==> config.mk <==
export PLATFORM = sky130hd
export DESIGN_NAME = mc_alu_sequencer
export DESIGN_NICKNAME = d
export VERILOG_FILES = /design/src/rtl/mc_alu_sequencer.sv
export SDC_FILE = /design/constraint.sdc
export NUM_CORES = 1
export LEC_CHECK = 0
export BUFFER_PORTS_ARGS = -buffer_cell sky130_fd_sc_hd__buf_2
export CORE_ASPECT_RATIO = 0.7
export CORE_MARGIN = 1
export CORE_UTILIZATION = 30
export CTS_BUF_LIST = sky130_fd_sc_hd__clkbuf_4
export CTS_CLUSTER_SIZE = 24
export DETAILED_ROUTE_END_ITERATION = 7
export HOLD_SLACK_MARGIN = 0.05
export PLACE_DENSITY_LB_ADDON = 0.05
export SLEW_MARGIN = 20
export SYNTH_ARGS = -nofsm -noshare
export SYNTH_HDL_FRONTEND = slang
export SYNTH_SLANG_ARGS = --single-unit
==> constraint.sdc <==
create_clock -name clk -period 5.6 [get_ports clk]
set_input_delay 1.12 -clock clk [delete_from_list [all_inputs] [get_ports clk]]
set_output_delay 1.12 -clock clk [all_outputs]
set_load 0.02 [all_outputs]
==> src/rtl/mc_alu_sequencer.sv <==
// mc_alu_sequencer: multicycle control FSM for the shared-ALU datapath.
// Moore machine; the control word is registered and decoded from the next
// state, so outputs change together with state_dbg. An asynchronous reset
// clears state and outputs at once, which blocks any pending write.
module mc_alu_sequencer #(
  parameter int MEM_WAIT = 1
) (
  input  logic       clk,
  input  logic       reset,
  input  logic [5:0] opcode,
  input  logic [5:0] funct,
  input  logic       zero,
  input  logic       overflow,
  output logic       alu_srcA,
  output logic [2:0] alu_srcB,
  output logic [2:0] alu_op,
  output logic       pc_write,
  output logic       pc_write_cond,
  output logic [1:0] pc_source,
  output logic       ir_write,
  output logic       mem_wr,
  output logic       iord,
  output logic       reg_write,
  output logic       reg_dst,
  output logic       mem_to_reg,
  output logic       aluout_write,
  output logic       exc,
  output logic [4:0] state_dbg
);

  typedef enum logic [4:0] {
    RESET     = 5'd0,  FETCH0  = 5'd1,  FETCH_W  = 5'd2,  FETCH2 = 5'd3,
    DECODE    = 5'd4,  R_EXEC  = 5'd5,  R_WB     = 5'd6,  ADDI_EXEC = 5'd7,
    ADDI_WB   = 5'd8,  MEM_ADDR = 5'd9, LW_RD    = 5'd10, LW_W   = 5'd11,
    LW_WB     = 5'd12, SW_WR   = 5'd13, BEQ      = 5'd14, JUMP   = 5'd15,
    EXC       = 5'd16
  } state_t;

  typedef struct packed {
    logic       src_a;
    logic [2:0] src_b;
    logic [2:0] op;
    logic       pc_write;
    logic       pc_write_cond;
    logic [1:0] pc_source;
    logic       ir_write;
    logic       mem_wr;
    logic       iord;
    logic       reg_write;
    logic       reg_dst;
    logic       mem_to_reg;
    logic       aluout_write;
    logic       exc;
  } ctl_t;

  localparam logic [2:0] OP_PASS = 3'b000, OP_ADD = 3'b001,
                         OP_SUB  = 3'b010, OP_AND = 3'b011;
  // Wait counter preload: the first wait cycle is the state entry itself.
  localparam logic [1:0] WAIT_LOAD = 2'((MEM_WAIT > 0) ? MEM_WAIT - 1 : 0);

  state_t     state, nxt;
  ctl_t       ctl;
  logic [1:0] wcnt, wcnt_nxt;
  logic       f_add, f_sub, f_and;

  assign f_add = (funct == 6'h20);
  assign f_sub = (funct == 6'h22);
  assign f_and = (funct == 6'h24);

  // Control word for a given state; only R_EXEC looks at funct.
  function automatic ctl_t decode(state_t s, logic add, logic sub, logic andf);
    ctl_t c;
    c = '0;
    case (s)
      FETCH0, FETCH_W: begin
        c.src_b = 3'b001; c.op = OP_ADD;
      end
      FETCH2: begin
        c.src_b = 3'b001; c.op = OP_ADD; c.ir_write = 1'b1; c.pc_write = 1'b1;
      end
      DECODE: begin
        c.src_b = 3'b011; c.op = OP_ADD; c.aluout_write = 1'b1;
      end
      R_EXEC: begin
        c.src_a = 1'b1;
        c.src_b = 3'b000;
        if (add)       begin c.op = OP_ADD; c.aluout_write = 1'b1; end
        else if (sub)  begin c.op = OP_SUB; c.aluout_write = 1'b1; end
        else if (andf) begin c.op = OP_AND; c.aluout_write = 1'b1; end
        else           c.op = OP_PASS;
      end
      R_WB: begin
        c.reg_write = 1'b1; c.reg_dst = 1'b1;
      end
      ADDI_EXEC, MEM_ADDR: begin
        c.src_a = 1'b1; c.src_b = 3'b010; c.op = OP_ADD; c.aluout_write = 1'b1;
      end
      ADDI_WB: c.reg_write = 1'b1;
      LW_RD, LW_W: c.iord = 1'b1;
      LW_WB: begin
        c.reg_write = 1'b1; c.mem_to_reg = 1'b1;
      end
      SW_WR: begin
        c.iord = 1'b1; c.mem_wr = 1'b1;
      end
      BEQ: begin
        c.src_a = 1'b1; c.src_b = 3'b000; c.op = OP_SUB;
        c.pc_write_cond = 1'b1; c.pc_source = 2'b01;
      end
      JUMP: begin
        c.pc_write = 1'b1; c.pc_source = 2'b10;
      end
      EXC: c.exc = 1'b1;
      default: c = '0;
    endcase
    return c;
  endfunction

  // Next-state and memory-wait counter logic.
  always_comb begin
    nxt      = state;
    wcnt_nxt = wcnt;
    case (state)
      RESET:  nxt = FETCH0;
      FETCH0: begin
        if (MEM_WAIT == 0) nxt = FETCH2;
        else begin nxt = FETCH_W; wcnt_nxt = WAIT_LOAD; end
      end
      FETCH_W: begin
        if (wcnt == 2'd0) nxt = FETCH2;
        else wcnt_nxt = wcnt - 2'd1;
      end
      FETCH2: nxt = DECODE;
      DECODE: begin
        case (opcode)
          6'h00:        nxt = R_EXEC;
          6'h08:        nxt = ADDI_EXEC;
          6'h23, 6'h2B: nxt = MEM_ADDR;
          6'h04:        nxt = BEQ;
          6'h02:        nxt = JUMP;
          default:      nxt = EXC;
        endcase
      end
      R_EXEC: begin
        if (!(f_add || f_sub || f_and))        nxt = EXC;
        else if ((f_add || f_sub) && overflow) nxt = EXC;
        else                                   nxt = R_WB;
      end
      ADDI_EXEC: nxt = overflow ? EXC : ADDI_WB;
      MEM_ADDR:  nxt = (opcode == 6'h23) ? LW_RD : SW_WR;
      LW_RD: begin
        if (MEM_WAIT == 0) nxt = LW_WB;
        else begin nxt = LW_W; wcnt_nxt = WAIT_LOAD; end
      end
      LW_W: begin
        if (wcnt == 2'd0) nxt = LW_WB;
        else wcnt_nxt = wcnt - 2'd1;
      end
      default: nxt = FETCH0;
    endcase
  end

  // State, wait counter and registered control word.
  always_ff @(posedge clk or posedge reset) begin
    if (reset) begin
      state <= RESET;
      wcnt  <= 2'd0;
      ctl   <= '0;
    end else begin
      state <= nxt;
      wcnt  <= wcnt_nxt;
      ctl   <= decode(nxt, f_add, f_sub, f_and);
    end
  end

  // Branch decision uses zero in the datapath via pc_write_cond.
  logic unused_zero;
  assign unused_zero = zero;

  assign alu_srcA      = ctl.src_a;
  assign alu_srcB      = ctl.src_b;
  assign alu_op        = ctl.op;
  assign pc_write      = ctl.pc_write;
  assign pc_write_cond = ctl.pc_write_cond;
  assign pc_source     = ctl.pc_source;
  assign ir_write      = ctl.ir_write;
  assign mem_wr        = ctl.mem_wr;
  assign iord          = ctl.iord;
  assign reg_write     = ctl.reg_write;
  assign reg_dst       = ctl.reg_dst;
  assign mem_to_reg    = ctl.mem_to_reg;
  assign aluout_write  = ctl.aluout_write;
  assign exc           = ctl.exc;
  assign state_dbg     = state;

endmodule

**After elaboration in Yosys (flattened, before gate mapping)**

Cells that the tools add are included.

- Add/subtract/negate cells: 1
- Equality and inequality tests: 34
- Mux-type cells: 29
- Reductions and logical operators: 17

Operator list:

| cell | count |
|---|---|
| 5-bit by 4-bit equality test with 1-bit output, second input constant | 11 |
| 5-bit case mux with 5 select lines | 2 |
| 5-bit case mux with 9 select lines | 1 |
| 5-bit by 3-bit equality test with 1-bit output, second input constant | 7 |
| 6-bit equality test, second input constant | 5 |
| 5-bit two-way mux | 5 |
| 5-bit by 2-bit equality test with 1-bit output, second input constant | 4 |
| 1-bit two-way mux | 13 |
| 3-bit OR reduction | 4 |
| 5-bit by 1-bit equality test with 1-bit output, second input constant | 2 |
| 2-bit OR reduction | 5 |
| 3-bit two-way mux | 3 |
| 2-bit case mux with 2 select lines | 2 |
| 6-bit by 2-bit equality test with 1-bit output, second input constant | 1 |
| 6-bit by 3-bit equality test with 1-bit output, second input constant | 1 |
| 6-bit by 4-bit equality test with 1-bit output, second input constant | 1 |
| 6-bit zero test | 1 |
| 5-bit equality test, second input constant | 1 |
| 2-bit two-way mux | 2 |
| 4-bit OR reduction | 1 |
| 2-bit zero test | 1 |
| 1-bit logical OR | 2 |
| 2-bit inequality test, second input constant | 1 |
| 1-bit case mux with 2 select lines | 1 |
| 4 further kinds | 4 |

- Register bits after elaboration: 26
- Bits of input ports: 16
- Output and inout bits: 24
- Word-level logic and storage cells: 97

**Depth between registers and ports, before layout**

Gate-level depths: netlist (run 1).

- Word-level depth: 9
- Gate-level depth with buffers: 9
- Gate-level depth less buffers: 8

**Least setup slack after synthesis (run 1)**

Ideal clock, no wire load.

- Kind: in2reg
- Start point: input port opcode[2]
- End point: register ctl (netlist bit pc_write)
- Library setup time: 124 ps
- Arrival time: 2534 ps
- Required time: 5476 ps
- Path slack: 2942 ps
- Cell stages on the path: 7
- Path buffers: 1
- Cells stage by stage: buf_6 -> nor3_2 -> a211oi_4 -> nor4_4 -> inv_2 -> and3_1 -> or2_1

- Cells in the longest elaborated chain, start to end: 7
- Elaborated cells between the ends (all ways): 14
- Those cells by class: 7 x eq/ne; 4 x mux; 3 x reduce/logical

RTL lines:

| item | line | source |
|---|---|---|
| start, declared | 10 | `input logic [5:0] opcode,` |
| 6-bit equality test, on equally long branches | 135, 150 |  |
| 2-bit OR reduction | 135 | `case (opcode)` |
| 5-bit case mux with 5 select lines | 135 |  |
| 5-bit case mux with 9 select lines (*) | 123 | `case (state)` |
| via nxt[0] | 61 | `state_t state, nxt;` |
| 5-bit by 2-bit equality test with 1-bit output or 5-bit by 4-bit equality test with 1-bit output (tied branches) | 74 | `case (s)` |
| 2-bit OR reduction (no line) (*) | -- |  |
| 1-bit two-way mux (*) | 74 |  |
| end signal, assigned | 172 | `ctl <= decode(nxt, f_add, f_sub, f_and);` |
| end, declared | 62 | `ctl_t ctl;` |

Mark *: on every way through the listed nets, which the timed path passes. The rest lies on a longest branch.
A chain may end at the register's enable or synchronous reset.

**Worst setup path after layout (run 1)**

- Start point: input port opcode[2]
- End point: register ctl (netlist bit aluout_write)

- Cells in the longest elaborated chain, start to end: 7
- Elaborated cells between the ends (all ways): 16
- Those cells by class: 9 x eq/ne; 4 x mux; 3 x reduce/logical

RTL lines:

| item | line |
|---|---|
| 6-bit equality test, on equally long branches | 135, 150 |
| 2-bit OR reduction | 135 |
| 5-bit case mux with 5 select lines | 135 |
| 5-bit case mux with 9 select lines (*) | 123 |
| via nxt[2] | 61 |
| 5-bit by 3-bit equality test with 1-bit output or 5-bit by 4-bit equality test with 1-bit output (tied branches) | 74 |
| 3-bit OR reduction (no line) | -- |
| 1-bit case mux with 2 select lines (*) | 74 |

Marked as above.

==> metrics.md, run 1 <==
| Metric | Value |
|---|---|
| Outcome | finished clean |
| Sink Count | 23 |
| #FFs+latches synth | 23 |
| Seq/Total Area, Yosys | between 30 and 40% |
| Placed inst area | 1634 um2 |
| Gpl congestion | between 0.8 and 0.9 |
| Antenna Cells | 0 |
| Slew Viols, Final | 0 |
| Post-route ant nets | 0 |
| Data arrival time of the worst path | 2.87 ns |
| Io pins | 40 |
| Area contributors post-synth | dfrtp_1 40%, a21oi_1 3.1%, nand2b_1 3.0% |
| GRT Util Overall | approximately 15% |
| Hold_sp | wcnt[0] |
| Area Overhead vs Synth | 14.29% |
| Dpl hpwl | ~2700 um |
| Design Area, Final | 1662 um2 |
| Residual DRC count | 0 |
| Wire per inst | 15.02 um |
| Dominant synthesized flop cell | dfrtp_1 |
| Setup bufs post-CTS | 0 |
| Setup slack after layout | about 3 ns |
| R2R Setup Slk | 3.23 ns |
| Initial antenna violation count | 0 |
| YS warnings | 0 |
| Die X | approximately 85 um |
| Max Clk Rate | 380.6 MHz |
| Hold Buf Count CTS | 0 |
| Layout cells sized above 1 | around a third |
| Vias per cell | a little over 5 |
| Critical path class | primary input to register |
| FFs w/ async S/R, synth | between 90% and 100% |
| Type of the tightest min-delay check | register to register |
| Critical R2R Launch | state_dbg[3] |
| Root buf cell | clkbuf_4 |
| CP required | 5.85 ns |
| CP Capture Type | register |
| Total routed wirelength | approximately 3500 um |
| H-tree depth | 1 |
| Layout Cells excl Fill | 235 |
| Slew at the pin closest to its max-slew limit | 0.8989 ns |
| Post-synth EDFFs | 0 |
| GRT overflow | 0 |
| Die Ht | 60.25 um |
| Vias in the first global route | 1173 |
| Initial core utilization | 32.28% |
| Leakage power | roughly 0.77 nW |
| Setup Skew | 0.008355 ns |
| Max cap viols | 0 |
| Largest net degree at the start of global routing | 24 |
| Power Density | 452.9 nW/um2 |
| DR vias | between 1000 and 1500 |
| Site row count | 20 |
| Period utilization | 46.92% |
| Largest register FFs | 5 |
| CTS tree | done |
| Dpl ws | 2.616 ns |
| CTS max path bufs | 2 |
| Fin. Hold Viols | 0 |
| Top cells by instance count after synthesis | 23 x dfrtp_1, 11 x nand2_1, 9 x a21oi_1 |
| Maximum vdd drop | 0.0001723 V |
| Worst reg2reg path depth | 6 |
| First-pass GRT wire length | just under 6000 um |
| Startpoint types | primary input |
| Tot Pwr | 752.5 uW |
| I/O Buffers | 36 |
| Min Tclk post-route | 2.628 ns |
| First-pass DRT Iterations | 4 |
| Post-Place Cells | approximately 230 |
| Skew-Pair Late Insertion Delay | ~0.32 ns |
| Syn Area/Cell | about 10 um2 |
| Dominant cell type by area after synthesis | dfrtp_1 |
| Die area | 5133 um2 |
| Post-cts resize count | 0 |
| Core ar. | approximately 4500 um2 |
| Synthesized instance count | 149 |
| Most frequent cell after synthesis | dfrtp_1 |
| 1st-iter DRT viols | 77 |
| Relative slew slack | 40.01% |
| Clock-pin slew on the worst setup and hold paths | 0.14 ns |
| WHS Endpoint | wcnt[0] |
| Nets | 198 |
| Final Setup Violations | 0 |
| Hold Path Depth | 2 |
| Fin Setup TNS | 0 ns |
| Crit-path max FO | 8 |
| Number of buffers created by CTS | 3 |
| RR Endpoint | aluout_write |
| Area of the mapped netlist | between 1000 and 1500 um2 |
| RSZ-0062 raised after global routing | no |
| Post-synthesis cell type count | 55 |
| Proportion of netlist area held by the largest area contributor | 39.59% |
## worst max-delay path, stage by stage
cell      delay, ns
buf_2          0.15
nor3_2         0.29
a211oi_4       0.14
a211oi_1       0.34
nand2_1        0.24
or3_4          0.43
o221ai_2       0.16
## per-stage QoR
step,util [%],hold WS [ns]
2_1_floorplan,-,0.4910
3_3_place_gp,36.28,0.5263
3_5_place_dp,36.28,0.5251
4_1_cts,36.89,0.5579
5_1_grt,36.89,0.5799
6_report,36.89,0.5468
## metal layers
layer / global-route usage, % / share of wire (%)
met3: 3.867 / 5.2
met4: 2.906 / 0.54
met2: 22.00 / 42
met1: 22.60 / 52
met5: 0 / 0
## worst max path at each step
stage               startpoint      endpoint  slack (ns)  cells after the start
finish               opcode[2]  aluout_write        2.97                      7
global route         opcode[2]     alu_op[0]        2.81                      7
CTS                  opcode[2]     alu_op[0]        2.97                      7
detailed placement   opcode[2]     alu_op[0]        2.62                      7
global placement      funct[0]     alu_op[0]        2.67                      7
floorplan            opcode[2]      pc_write        2.94                      7
## final cells by class
type | count | area (um2)
well taps | 55 | 68.82
clock inverters | 1 | 5.005
multi-input cells | 109 | 779.5
clock buffers | 3 | 22.52
fillers | 487 | 2843
flip-flops and latches | 23 | 575.6
inverters | 8 | 30.03
repair buffers | 36 | 180.2
## kinds of logic after synthesis
group	after synthesis	synth area share, %
flops	23	39.59
xor+xnor	2	1.205
fa+ha+maj	2	1.549
simple gates	64	29.00
mux	1	0.6885
buf+inv	18	7.057
compound gates	38	20.65
other cells	1	0.2579
## power breakdown
| group | switching [mW] | internal [mW] |
|---|---|---|
| Clock | 0.0554 | 0.0268 |
| Combinational | 0.248 | 0.149 |
| Sequential | 0.0676 | 0.206 |
| Total | 0.370 | 0.382 |
## layout by cell type, fill, tap and decap left out, types with 4 or more instances in the layout
master,netlist,routed
or3_1,4,4
nand3_1,5,5
buf_2,4,36
inv_1,6,6
nor2_1,8,8
o21ai_0,6,6
a21oi_1,9,9
dfrtp_1,23,23
nand2b_1,7,7
nand2_1,11,11
Power figures use the tool's default switching activity.
==> run 2, diff against run 1 <==
--- a/config.mk
+++ b/config.mk
@@ -5,6 +5,7 @@
 export SDC_FILE = /design/constraint.sdc
 export NUM_CORES = 1
 export LEC_CHECK = 0
+export ABC_AREA = 1
 export BUFFER_PORTS_ARGS = -buffer_cell sky130_fd_sc_hd__buf_2
 export CORE_ASPECT_RATIO = 0.7
 export CORE_MARGIN = 1
==> constraint.sdc (replaced) <==
create_clock -name clk -period 2.35 [get_ports clk]
set_input_delay 0.47 -clock clk [delete_from_list [all_inputs] [get_ports clk]]
set_output_delay 0.47 -clock clk [all_outputs]
set_load 0.02 [all_outputs]
==> run 2 against run 1 <==
  * Register-to-register slack got worse by 2.7 ns
  * Setup slack got worse by 2.5 ns
  * Via count increased by 4.4%
  * Critical path type is now register to register
==> metrics.md, run 2 <==
| Metric | Value |
|---|---|
| Outcome | finished clean |
| Tot Pwr | 1.628 mW (+120%) |
| Final design utilization | 39.08% (+2.2 points) |
| Vias per cell | 4.570 (-12%) |
| Slew Viols, Final | 0 (unchanged) |
| Skew-Pair Late Insertion Delay | 0.31 ns (about the same) |
| 1st-iter DRT viols | 38 (-51%) |
| #FFs+latches synth | 23 (unchanged) |
| Switching share of power | 48.87% (-0.36 points) |
| H-tree depth | 1 (unchanged) |
| Data arrival time of the worst path | 2.05 ns (-0.82 ns) |
| CTS tree | done |
| Area Overhead vs Synth | 19.57% |
| Largest net degree at the start of global routing | 24 (unchanged) |
| Design Area, Final | 1598 um2 (-3.8%) |
| Sink Count | 23 (unchanged) |
| Initial antenna violation count | 0 (unchanged) |
| Number of buffers created by CTS | 3 (unchanged) |
| Core ar. | 4089 um2 (-9.2%) |
| R2R Setup Slk | 0.50 ns (-2.73 ns) |
| Critical R2R Launch | state_dbg[1] |
| Site row count | 19 (-5.0%) |
| Antenna Cells | 0 (unchanged) |
| Residual DRC count | 0 (unchanged) |
| Syn Area/Cell | 7.108 um2 (-27%) |
| Startpoint types | register |
| Clock-pin slew on the worst setup and hold paths | 0.13 ns (about the same) |
| Layout cells sized above 1 | 22.91% (-10 points) |
| Wire per inst | 11.66 um (-22%) |
| Post-synthesis cell type count | 22 (-60%) |
| Post-cts resize count | 0 (unchanged) |
| Setup bufs post-CTS | 0 (unchanged) |
| GRT overflow | 0 (unchanged) |
| Area of the mapped netlist | 1336 um2 (-8.1%) |
| Io pins | 40 (unchanged) |
| First-pass DRT Iterations | 4 (unchanged) |
| Seq/Total Area, Yosys | 43.07% (+3.5 points) |
| Share of power burned in registers | 33.3% (-3.1 points) |
| Min Tclk post-route | 1.848 ns |
| Dominant cell type by area after synthesis | dfrtp_1 |
| Area contributors post-synth | dfrtp_1 43%, nor2_1 11%, nand2_1 10% |
| Commonest cells after routing, fill and taps aside | 39 x nor2_1, 37 x nand2_1, 36 x buf_2 |
| Leakage power | 0.9964 nW (+29%) |
| Die X | 81.77 um (-4.0%) |
| FFs w/ async S/R, synth | 100.0% (unchanged) |
| Gpl congestion | 0.8905 (+4.9%) |
| Hold Buf Count CTS | 0 (unchanged) |
| Initial core utilization | 32.68% (+0.40 points) |
| RR Endpoint | alu_srcA |
| Max cap viols | 0 (unchanged) |
| Type of the tightest min-delay check | primary input to async pin |
| Pint | 832.4 uW (+120%) |
| Post-route ant nets | 0 (unchanged) |
| Clock share of power | 11.4% (+0.5 points) |
| I/O Buffers | 36 (unchanged) |
| Period utilization | 78.64% |
| Proportion of netlist area held by the largest area contributor | 43.07% (+3.5 points) |
| YS warnings | 0 (unchanged) |
| Power Density | 1019 nW/um2 (+120%) |
| Fillers | 457 (-6.2%) |
| Dpl hpwl | 2613 um (-3.1%) |
| Total routed wirelength | 3254 um (-7.8%) |
| Sw power | 795.6 uW (+110%) |
| Worst reg2reg path depth | 10 (+4) |
| Crit-path max FO | 6 (-2) |
| Die Ht | 57.84 um (-4.0%) |
| Vias in the first global route | 1167 (-0.51%) |
| Dominant synthesized flop cell | dfrtp_1 |
| Commonest non-fill, non-tap cell in the layout | nor2_1 |
| GRT Util Overall | 15.47% (+0.30 points) |
| Die area | 4730 um2 (-7.9%) |
| First-pass GRT wire length | 5471 um (-8.0%) |
| Critical path class | register to register |
| Synthesized instance count | 188 (+26%) |
| Fin Setup TNS | 0 ns (unchanged) |
| Top cells by instance count after synthesis | 39 x nor2_1, 37 x nand2_1, 35 x inv_1 |
| Root buf cell | clkbuf_4 |
| Fin. Hold Viols | 0 (unchanged) |
| CP Capture Type | register |
| DR vias | 1275 (+4.4%) |
| CTS max path bufs | 2 (unchanged) |
| Setup Skew | 0.004050 ns (-0.004305 ns) |
| Maximum vdd drop | 0.0004222 V (+150%) |
| CP required | 2.55 ns (-3.30 ns) |
| Largest register FFs | 5 (unchanged) |
| Combinational share of power | 55.3% (+2.6 points) |
| Nets | 245 (+24%) |
| Most frequent cell after synthesis | nor2_1 |
| Final Setup Violations | 0 (unchanged) |
| RSZ-0062 raised after global routing | no |
| Placed inst area | 1570 um2 (-3.9%) |
| Post-synth EDFFs | 0 (unchanged) |
| Max Clk Rate | roughly 540 MHz |
run 2: through the flow:
step           setup WS (ns)  hold slack (ns)  std cells
3_5_place_dp          0.4250           0.5291        275
5_1_grt               0.2960           0.1733        279
6_report              0.5019           0.1710        279
3_3_place_gp          0.4333           0.5092        275
4_1_cts               0.5286           0.1721        279
2_1_floorplan         0.7407           0.4719        189
run 2: how the worst max path moves through the flow:
| stage | from | end | slack (ns) | depth (start not counted) |
|---|---|---|---|---|
| 3_3_place_gp | opcode[2] | alu_srcA | 0.43 | 10 |
| 5_1_grt | state_dbg[1] | alu_srcA | 0.30 | 12 |
| 6_report | state_dbg[1] | alu_srcA | 0.50 | 10 |
| 2_1_floorplan | state_dbg[3] | alu_op[0] | 0.74 | 10 |
| 4_1_cts | state_dbg[3] | alu_srcA | 0.53 | 10 |
| 3_5_place_dp | opcode[5] | alu_op[0] | 0.43 | 10 |
run 2: kinds of logic (layout without fill, tap and decap cells):
kind of cell | after synthesis | in the layout | share of synthesized area [%]
fa+ha+maj | 1 | 1 | 0.9362
simple gates | 116 | 116 | 40.26
other cells | 1 | 2 | 0.2806
buf+inv | 38 | 76 | 11.52
compound gates | 9 | 9 | 3.933
flops | 23 | 23 | 43.07
run 2: metal layers:
layer | track usage (%) | up-vias | wire (um)
met2 | 21.72 | 38 | 1212
met1 | 24.18 | 578 | 1815
li1 | - | 657 | -
met5 | 0 | - | 0
met4 | 2.256 | 0 | 13
met3 | 3.780 | 2 | 212
run 2: final cells by class:
class | count | area [um2] | share of cell area, %
timing repair buffer | 37 | 187.7 | 11.75
clock inverter | 1 | 5.005 | 0.3132
tap | 52 | 65.06 | 4.072
sequential | 23 | 575.6 | 36.02
multi-input combinational | 128 | 610.6 | 38.21
inverter | 35 | 131.4 | 8.222
clock buffer | 3 | 22.52 | 1.410
run 2: worst max-delay path: stages (launching register included):
cell and delay [ns]:
dfrtp_1 0.45, inv_1 0.14, nand3_1 0.14, nor2_1 0.20
nand3_1 0.22, nand3_2 0.19, inv_1 0.05, nand2_1 0.05
nor2_1 0.06, nor2_2 0.14, nand3_1 0.09
run 2: power groups by stage:
stage / sequential [mW] / combinational (mW) / clock [mW]
after CTS: 0.543 / 0.903 / 0.199
after global routing: 0.554 / 1.01 / 0.212
final: 0.542 / 0.900 / 0.186
after global placement: 0.548 / 0.903 / 0
after detailed placement: 0.552 / 0.897 / 0
after floorplan: 0.658 / 0.547 / 0
